File: src/rtl/multicycle_ctrl.sv
// Main control FSM for the multicycle RV32I core: sequences the shared ALU,
// the unified memory port, the register file and the immediate generator.
module multicycle_ctrl #(
  parameter int OP_W = 7
) (
  input  logic            clk,
  input  logic            rst_n,
  input  logic [OP_W-1:0] op,
  input  logic [2:0]      funct3,
  input  logic            funct7b5,
  input  logic            zero,
  input  logic            mem_ack,
  output logic            mem_req,
  output logic            mem_write,
  output logic            adr_src,
  output logic            ir_write,
  output logic            pc_write,
  output logic            reg_write,
  output logic [1:0]      result_src,
  output logic [1:0]      alu_src_a,
  output logic [1:0]      alu_src_b,
  output logic [3:0]      alu_control,
  output logic [2:0]      imm_src,
  output logic            illegal
);

  typedef enum logic [3:0] {
    S_FETCH, S_DECODE, S_MEMADR, S_MEMREAD, S_MEMWB, S_MEMWRITE,
    S_EXEC_R, S_EXEC_I, S_ALU_WB, S_BRANCH, S_JALR, S_LINK,
    S_LUI, S_AUIPC, S_TRAP
  } state_t;

  localparam logic [3:0] ALU_ADD  = 4'd0;
  localparam logic [3:0] ALU_SUB  = 4'd1;
  localparam logic [3:0] ALU_AND  = 4'd2;
  localparam logic [3:0] ALU_OR   = 4'd3;
  localparam logic [3:0] ALU_XOR  = 4'd4;
  localparam logic [3:0] ALU_SLT  = 4'd5;
  localparam logic [3:0] ALU_SLTU = 4'd6;
  localparam logic [3:0] ALU_SLL  = 4'd7;
  localparam logic [3:0] ALU_SRL  = 4'd8;
  localparam logic [3:0] ALU_SRA  = 4'd9;
  localparam logic [3:0] ALU_PASS = 4'd10;

  localparam logic [6:0] OP_LOAD   = 7'b0000011;
  localparam logic [6:0] OP_STORE  = 7'b0100011;
  localparam logic [6:0] OP_R      = 7'b0110011;
  localparam logic [6:0] OP_I      = 7'b0010011;
  localparam logic [6:0] OP_BRANCH = 7'b1100011;
  localparam logic [6:0] OP_JAL    = 7'b1101111;
  localparam logic [6:0] OP_JALR   = 7'b1100111;
  localparam logic [6:0] OP_LUI    = 7'b0110111;
  localparam logic [6:0] OP_AUIPC  = 7'b0010111;

  state_t state_reg, state_next;
  logic   from_jalr_reg;

  function automatic logic [3:0] alu_dec(input logic [2:0] f3, input logic alt);
    case (f3)
      3'b000:  alu_dec = alt ? ALU_SUB : ALU_ADD;
      3'b001:  alu_dec = ALU_SLL;
      3'b010:  alu_dec = ALU_SLT;
      3'b011:  alu_dec = ALU_SLTU;
      3'b100:  alu_dec = ALU_XOR;
      3'b101:  alu_dec = alt ? ALU_SRA : ALU_SRL;
      3'b110:  alu_dec = ALU_OR;
      default: alu_dec = ALU_AND;
    endcase
  endfunction

  always_ff @(posedge clk or negedge rst_n) begin
    if (!rst_n) begin
      state_reg     <= S_FETCH;
      from_jalr_reg <= 1'b0;
    end else begin
      state_reg <= state_next;
      // LINK is shared by jal (entered from DECODE) and jalr; remember which.
      if (state_reg == S_JALR)
        from_jalr_reg <= 1'b1;
      else if (state_reg == S_DECODE)
        from_jalr_reg <= 1'b0;
    end
  end

  always_comb begin
    state_next  = state_reg;
    mem_req     = 1'b0;
    mem_write   = 1'b0;
    adr_src     = 1'b0;
    ir_write    = 1'b0;
    pc_write    = 1'b0;
    reg_write   = 1'b0;
    result_src  = 2'd0;
    alu_src_a   = 2'd0;
    alu_src_b   = 2'd0;
    alu_control = ALU_ADD;
    imm_src     = 3'd0;
    illegal     = 1'b0;

    case (state_reg)
      S_FETCH: begin
        mem_req = 1'b1;
        if (mem_ack) begin
          ir_write   = 1'b1;
          pc_write   = 1'b1;
          alu_src_b  = 2'd2;
          result_src = 2'd2;
          state_next = S_DECODE;
        end
      end
      S_DECODE: begin
        // Precompute the branch/jal target into ALUOut.
        alu_src_a = 2'd1;
        if (op == OP_BRANCH)
          imm_src = 3'd2;
        else if (op == OP_JAL)
          imm_src = 3'd3;
        case (op)
          OP_LOAD, OP_STORE: state_next = S_MEMADR;
          OP_R:              state_next = S_EXEC_R;
          OP_I:              state_next = S_EXEC_I;
          OP_BRANCH:         state_next = S_BRANCH;
          OP_JAL:            state_next = S_LINK;
          OP_JALR:           state_next = S_JALR;
          OP_LUI:            state_next = S_LUI;
          OP_AUIPC:          state_next = S_AUIPC;
          default:           state_next = S_TRAP;
        endcase
      end
      S_MEMADR: begin
        alu_src_a = 2'd2;
        if (op == OP_STORE) begin
          imm_src    = 3'd1;
          state_next = S_MEMWRITE;
        end else begin
          state_next = S_MEMREAD;
        end
      end
      S_MEMREAD: begin
        mem_req = 1'b1;
        adr_src = 1'b1;
        if (mem_ack)
          state_next = S_MEMWB;
      end
      S_MEMWB: begin
        result_src = 2'd1;
        reg_write  = 1'b1;
        state_next = S_FETCH;
      end
      S_MEMWRITE: begin
        mem_req   = 1'b1;
        mem_write = 1'b1;
        adr_src   = 1'b1;
        if (mem_ack)
          state_next = S_FETCH;
      end
      S_EXEC_R: begin
        alu_src_a   = 2'd2;
        alu_src_b   = 2'd1;
        alu_control = alu_dec(funct3, funct7b5);
        state_next  = S_ALU_WB;
      end
      S_EXEC_I: begin
        // addi has no subtract form: bit 30 belongs to the immediate there.
        alu_src_a   = 2'd2;
        alu_control = alu_dec(funct3, (funct3 == 3'b000) ? 1'b0 : funct7b5);
        state_next  = S_ALU_WB;
      end
      S_ALU_WB: begin
        reg_write  = 1'b1;
        state_next = S_FETCH;
      end
      S_BRANCH: begin
        alu_src_a  = 2'd2;
        alu_src_b  = 2'd1;
        state_next = S_FETCH;
        case (funct3)
          3'b000: begin alu_control = ALU_SUB;  pc_write = zero;  end
          3'b001: begin alu_control = ALU_SUB;  pc_write = !zero; end
          3'b100: begin alu_control = ALU_SLT;  pc_write = !zero; end
          3'b101: begin alu_control = ALU_SLT;  pc_write = zero;  end
          3'b110: begin alu_control = ALU_SLTU; pc_write = !zero; end
          3'b111: begin alu_control = ALU_SLTU; pc_write = zero;  end
          default: state_next = S_TRAP;
        endcase
      end
      S_JALR: begin
        alu_src_a  = 2'd2;
        result_src = 2'd2;
        pc_write   = 1'b1;
        state_next = S_LINK;
      end
      S_LINK: begin
        alu_src_a = 2'd1;
        alu_src_b = 2'd2;
        if (!from_jalr_reg)
          pc_write = 1'b1;
        state_next = S_ALU_WB;
      end
      S_LUI: begin
        imm_src     = 3'd4;
        alu_control = ALU_PASS;
        state_next  = S_ALU_WB;
      end
      S_AUIPC: begin
        alu_src_a  = 2'd1;
        imm_src    = 3'd4;
        state_next = S_ALU_WB;
      end
      S_TRAP: begin
        illegal = 1'b1;
      end
      default: state_next = S_TRAP;
    endcase

    // Reset overrides everything so no strobe leaks out during an async reset.
    if (!rst_n) begin
      mem_req     = 1'b0;
      mem_write   = 1'b0;
      adr_src     = 1'b0;
      ir_write    = 1'b0;
      pc_write    = 1'b0;
      reg_write   = 1'b0;
      result_src  = 2'd0;
      alu_src_a   = 2'd0;
      alu_src_b   = 2'd0;
      alu_control = ALU_ADD;
      imm_src     = 3'd0;
      illegal     = 1'b0;
    end
  end

endmodule

File: config.mk
export PLATFORM = sky130hd
export DESIGN_NAME = multicycle_ctrl
export DESIGN_NICKNAME = d
export VERILOG_FILES = /design/src/rtl/multicycle_ctrl.sv
export SDC_FILE = /design/constraint.sdc
export NUM_CORES = 1
export LEC_CHECK = 0
export BUFFER_PORTS_ARGS = -buffer_cell sky130_fd_sc_hd__buf_2
export CORE_ASPECT_RATIO = 1.2
export CORE_MARGIN = 4
export CORE_UTILIZATION = 51
export CTS_BUF_LIST = sky130_fd_sc_hd__clkbuf_4
export DETAILED_ROUTE_END_ITERATION = 10
export PLACE_DENSITY_LB_ADDON = 0.08
export SETUP_SLACK_MARGIN = 0.2
export SYNTH_ARGS = -nofsm -noshare
export SYNTH_HDL_FRONTEND = slang
export SYNTH_SLANG_ARGS = --single-unit
File: constraint.sdc
create_clock -name clk -period 1.8 [get_ports clk]
set_input_delay 0.27 -clock clk [delete_from_list [all_inputs] [get_ports clk]]
set_output_delay 0.27 -clock clk [all_outputs]
set_load 0.05 [all_outputs]
==> results_dict.tcl, run 1 <==
set metrics [dict create \
    synth_simple_gate_area_share_pct 47.1 \
    cts_htree_levels 1 \
    synth-edff-count 0 \
    async_reset_ff_share_pct 100 \
    tritoncts_num_sinks 5 \
    main_combinational_cell_family_by_area_after_synthesis "simple AND/OR/NAND/NOR gates" \
    post_cts.resized_instances 103 \
    cts_made_buffers 3 \
    initial_standard_cell_utilization_of_the_core_pct 53.6 \
    place_congestion 0.873 \
    synthesis.nets 159 \
    detailed_place_hpwl_um 2480 \
    ys_types 49 \
    fp.dieH_um 56.0 \
    floorplan.io_pins 35 \
    detailed_place.area_mm2 0.00150 \
    compound_gate_fraction_of_synth_area_pct 26.7 \
    floorplan.rows 17 \
    synth.area.mux_share_pct 3.19 \
    synth-warning-count 0 \
    error_message "[ERROR DPL-0038] Utilization greater than 100%, impossible to legalize" \
    ctsLongestPathBuffers 2 \
    cts_hold_buffers 1 \
    synth_xor_xnor_area_share_pct 3.57 \
    port_buffers 34 \
    floorplan.die.width_um 48.0 \
    syn_area_um2 981 \
    synth_cells 144 \
    last-stage-reached "clock tree synthesis (4_1_cts)" \
    status "aborted with a tool error" \
    syn_avg_cell_area_um2 6.81 \
    postCtsSetupBuffers 16 \
    cell_at_the_root_of_the_clock_tree "sky130_fd_sc_hd__clkbuf_4" \
    synth_fa_ha_area_share_pct 0 \
    synthFlopType "sky130_fd_sc_hd__dfrtp_1" \
    synth_seq_cells 5 \
    synth-seq-area-share_pct 12.8 \
]
## synth_stat cells, types with 2 or more instances
cell type / number / area [um^2]
sky130_fd_sc_hd__nand2_1: 17 / 63.8
sky130_fd_sc_hd__nor2_1: 13 / 48.8
sky130_fd_sc_hd__a21oi_1: 9 / 45.0
sky130_fd_sc_hd__clkbuf_1: 9 / 33.8
sky130_fd_sc_hd__o21ai_0: 9 / 45.0
sky130_fd_sc_hd__nor2b_1: 8 / 50.1
sky130_fd_sc_hd__nand2b_1: 6 / 37.5
sky130_fd_sc_hd__and3_1: 5 / 31.3
sky130_fd_sc_hd__dfrtp_1: 5 / 125
sky130_fd_sc_hd__nand3_1: 5 / 25.0
sky130_fd_sc_hd__nand3b_1: 4 / 30.0
sky130_fd_sc_hd__nor3_1: 3 / 15.0
sky130_fd_sc_hd__nor3b_1: 3 / 22.5
sky130_fd_sc_hd__o21bai_1: 3 / 22.5
sky130_fd_sc_hd__xor2_1: 3 / 26.3
sky130_fd_sc_hd__a211oi_1: 2 / 15.0
sky130_fd_sc_hd__a221o_1: 2 / 20.0
sky130_fd_sc_hd__and4b_1: 2 / 20.0
sky130_fd_sc_hd__buf_2: 2 / 10.0
sky130_fd_sc_hd__mux2i_1: 2 / 20.0
sky130_fd_sc_hd__nor4_1: 2 / 12.5
sky130_fd_sc_hd__nor4bb_1: 2 / 20.0
sky130_fd_sc_hd__o21a_1: 2 / 15.0
## cells by family after synthesis
kind of cell	Yosys count
compound gates	39
xor+xnor	4
buf+inv	14
flops	5
mux	3
simple gates	79
## per-stage QoR
step | util [%] | cells | worst slack, ps | hold WS (ps)
after detailed placement | 82.1 | 212 | -131 | 147
after global placement | 82.1 | 212 | -93.6 | 147
after floorplan | - | 144 | -64.1 | -25.6
==> inputs of run 2 (changes only) <==
CORE_AREA = 4 4 65 67   (was default)
CORE_ASPECT_RATIO = default   (was 1.2)
CORE_MARGIN = default   (was 4)
CORE_UTILIZATION = default   (was 51)
CTS_BUF_LIST = default   (was sky130_fd_sc_hd__clkbuf_4)
DIE_AREA = 0 0 69 71   (was default)
PLACE_DENSITY_LB_ADDON = 0.15   (was 0.08)
SETUP_SLACK_MARGIN = default   (was 0.2)
==> run 2 against run 1 <==
The flow now finishes, with violations (negative setup slack); synthesized cell count unchanged; synthesized area unchanged.
==> results_dict.tcl, run 2 <==
set metrics [dict create \
    peak_fanout_along_the_critical_path 3 \
    antenna_violations_before_repair 0 \
    reg2reg_setup_slack_ps 180 \
    fin_cells 261 \
    post_synth_main_area_contributors "sky130_fd_sc_hd__dfrtp_1 (13%), sky130_fd_sc_hd__nand2_1 (6.5%), sky130_fd_sc_hd__nor2b_1 (5.1%)" \
    synthesis.nets 159 \
    fin_nets 229 \
    synth_cells 144 \
    layout.cells.most_common_list "sky130_fd_sc_hd__buf_4 (37), sky130_fd_sc_hd__buf_6 (20), sky130_fd_sc_hd__buf_2 (15)" \
    drt.antenna.violating_nets 0 \
    remaining_max_slew_budget_at_the_tightest_pin_pct 73.8 \
    synth_most_common_cell "sky130_fd_sc_hd__nand2_1" \
    ys_types 49 \
    overflow 0 \
    clk_lat_worst_skew_ps 220 \
    synth-edff-count 0 \
    status "finished, violations left" \
    floorplan.core_area_mm2 0.00363 \
    fillCellCount 356 \
    synth_common_cells "sky130_fd_sc_hd__nand2_1 (17), sky130_fd_sc_hd__nor2_1 (13), sky130_fd_sc_hd__a21oi_1 (9), sky130_fd_sc_hd__clkbuf_1 (9), sky130_fd_sc_hd__o21ai_0 (9)" \
    clock_skew_ps 1.98 \
    dpl.cell_count 244 \
    power.leakage_nw 0.838 \
    cap_viol_max_count 0 \
    place_congestion 0.768 \
    drt-vias-per-instance 5.12 \
    drc_errors 0 \
    critPathArrivalTime_ps 1820 \
    synthFlopType "sky130_fd_sc_hd__dfrtp_1" \
    syn_area_um2 981 \
    worstSetupStartpointType "register" \
    drtPass1Iterations 4 \
    power_per_cell_area_mw_per_mm2 1430 \
    proportion_of_layout_cells_with_a_drive_suffix_above_1_pct 59.2 \
    floorplan.rows 22 \
    layout_min_cycle_time_ps 2090 \
    cts_made_buffers 3 \
    critPathSlowestCell "sky130_fd_sc_hd__or4b_4" \
    largest_register_ff_count 4 \
    crit_end "imm_src[1]" \
    failed_checks "negative setup slack" \
    grt.met2_usage_pct 26.3 \
    tritoncts_num_sinks 5 \
    grt_pass1_vias 1297 \
    synth_top_area_share_pct 12.8 \
    synth-seq-area-share_pct 12.8 \
    initial_standard_cell_utilization_of_the_core_pct 27.0 \
    crit_start "state_reg[3]" \
    async_reset_ff_share_pct 100 \
    cp_cell_sequence "or4b_4 -> nor3_4 -> buf_4 -> and3_4 -> buf_8" \
    grt_start_max_net_pins 22 \
    clk_pin_slew_worst_paths_ps 40 \
    detailroute.via_count 1337 \
    cts_hold_buffers 0 \
    netlist.top_cell.by_area "sky130_fd_sc_hd__dfrtp_1" \
    ctsLongestPathBuffers 2 \
    route.detailed.wl_per_inst_um 14.3 \
    area_growth_syn_to_layout_pct 99.0 \
    grt_use_total_pct 14.8 \
    detailed_place_hpwl_um 2680 \
    port_buffers 34 \
    layout_setup_ws_ps -290 \
    synth-warning-count 0 \
    tritoncts "done" \
    fin_util_pct 53.7 \
    globalRoute.busiestLayer "met2" \
    fp.dieH_um 71 \
    wirelength_um 3730 \
    dieArea_mm2 0.00490 \
    detail_route.iter0.violations 48 \
    period_share_pct 116 \
    rr_worst_depth 6 \
    worstPathRequired_ps 1530 \
    floorplan.die.width_um 69 \
    cell_at_the_root_of_the_clock_tree "sky130_fd_sc_hd__clkbuf_8" \
    diodes 0 \
    grtUsageMet3_pct 2.56 \
    cts_htree_levels 1 \
    slew_violations 0 \
    cpPeakStageDelay_ps 560 \
    crit-reg2reg-capture "state_reg[1]" \
    irDropWorstVdd_v 0.000592 \
    grt.met1_usage_pct 18.1 \
    worst-setup-path-type "register to primary output" \
    slew_at_the_pin_closest_to_its_max_slew_limit_ps 382 \
    fmaxAchievable_mhz 479 \
    floorplan.io_pins 35 \
    critical_path.endpoint_type "primary output" \
    mostFrequentLayoutCell "sky130_fd_sc_hd__buf_4" \
    rr_startpoint "state_reg[2]" \
    hold_violations 0 \
    min_path_type "primary input to asynchronous set/reset pin" \
    syn_avg_cell_area_um2 6.81 \
    synth_seq_cells 5 \
    grt_setup_unrepaired "yes" \
    grt_first_pass_wirelength_um 6050 \
    setup_viol 12 \
]
-- run 2: cell counts after synthesis --
Identical to the previous run, type by type.
-- run 2: worst max-delay path: cells and delay by family (launching register included) --
kind          cells  cell delay [ps]
simple gates      3              910
flops             1              400
buf+inv           2              280
-- run 2: per-stage QoR --
step                TNS [ps]  hold slack, ps  power, mW  setup WS, ps  cell area (um^2)
finish                 -1730             174       2.79          -290              1950
global route           -2880             206       2.98          -362              1950
CTS                    -1970             122       2.44          -254              1730
detailed placement      -496             347       2.00          -103              1510
global placement        -492             355       1.96         -90.6              1510
floorplan               -253           -25.6       1.39          -120              1100
-- run 2: area by class of cell --
cell class | instances | area (um^2) | share of cell area [%]
flip-flops and latches | 5 | 128 | 6.54
multi-input cells | 125 | 1040 | 53.5
repair buffers | 78 | 671 | 34.4
well taps | 48 | 60.1 | 3.08
clock buffers | 4 | 45.0 | 2.31
inverters | 1 | 3.75 | 0.192
-- run 2: how the worst min path moves through the flow --
stage / from / endpoint / cells past startpoint
6_report: rst_n / state_reg[1] / 2
5_1_grt: rst_n / state_reg[1] / 2
4_1_cts: rst_n / state_reg[2] / 2
3_5_place_dp: rst_n / from_jalr_reg / 2
3_3_place_gp: rst_n / from_jalr_reg / 2
2_1_floorplan: rst_n / from_jalr_reg / 0
-- run 2: timing repair --
action / CTS / global route
buffers inserted: 2 / 11
endpoints found under the setup margin: 19 / 20
pin swaps: 6 / 6
gates resized for setup: 47 / 39
-- run 2: metal layers --
| metal | vias up | wire length [um] | part of all wire (%) |
|---|---|---|---|
| li1 | 667 | - | - |
| met4 | 0 | 42 | 1.1 |
| met3 | 5 | 164 | 4.4 |
| met1 | 637 | 1610 | 43 |
| met5 | - | 0 | 0 |
| met2 | 28 | 1910 | 51 |
-- run 2: where the power goes --
group	total (mW)	internal [mW]	switching (mW)
Clock	0.211	0.152	0.0586
Sequential	0.235	0.172	0.0628
Combinational	2.35	1.13	1.22
-- run 2: cell families (layout without fill, tap and decap cells) --
kind of cell | Yosys count | count (layout) | share of synthesized area, %
compound gates | 39 | 39 | 26.7
xor+xnor | 4 | 4 | 3.57
buf+inv | 14 | 83 | 6.76
flops | 5 | 5 | 12.8
mux | 3 | 3 | 3.19
simple gates | 79 | 79 | 47.1
Note: power is estimated with default switching activity, not from simulation.
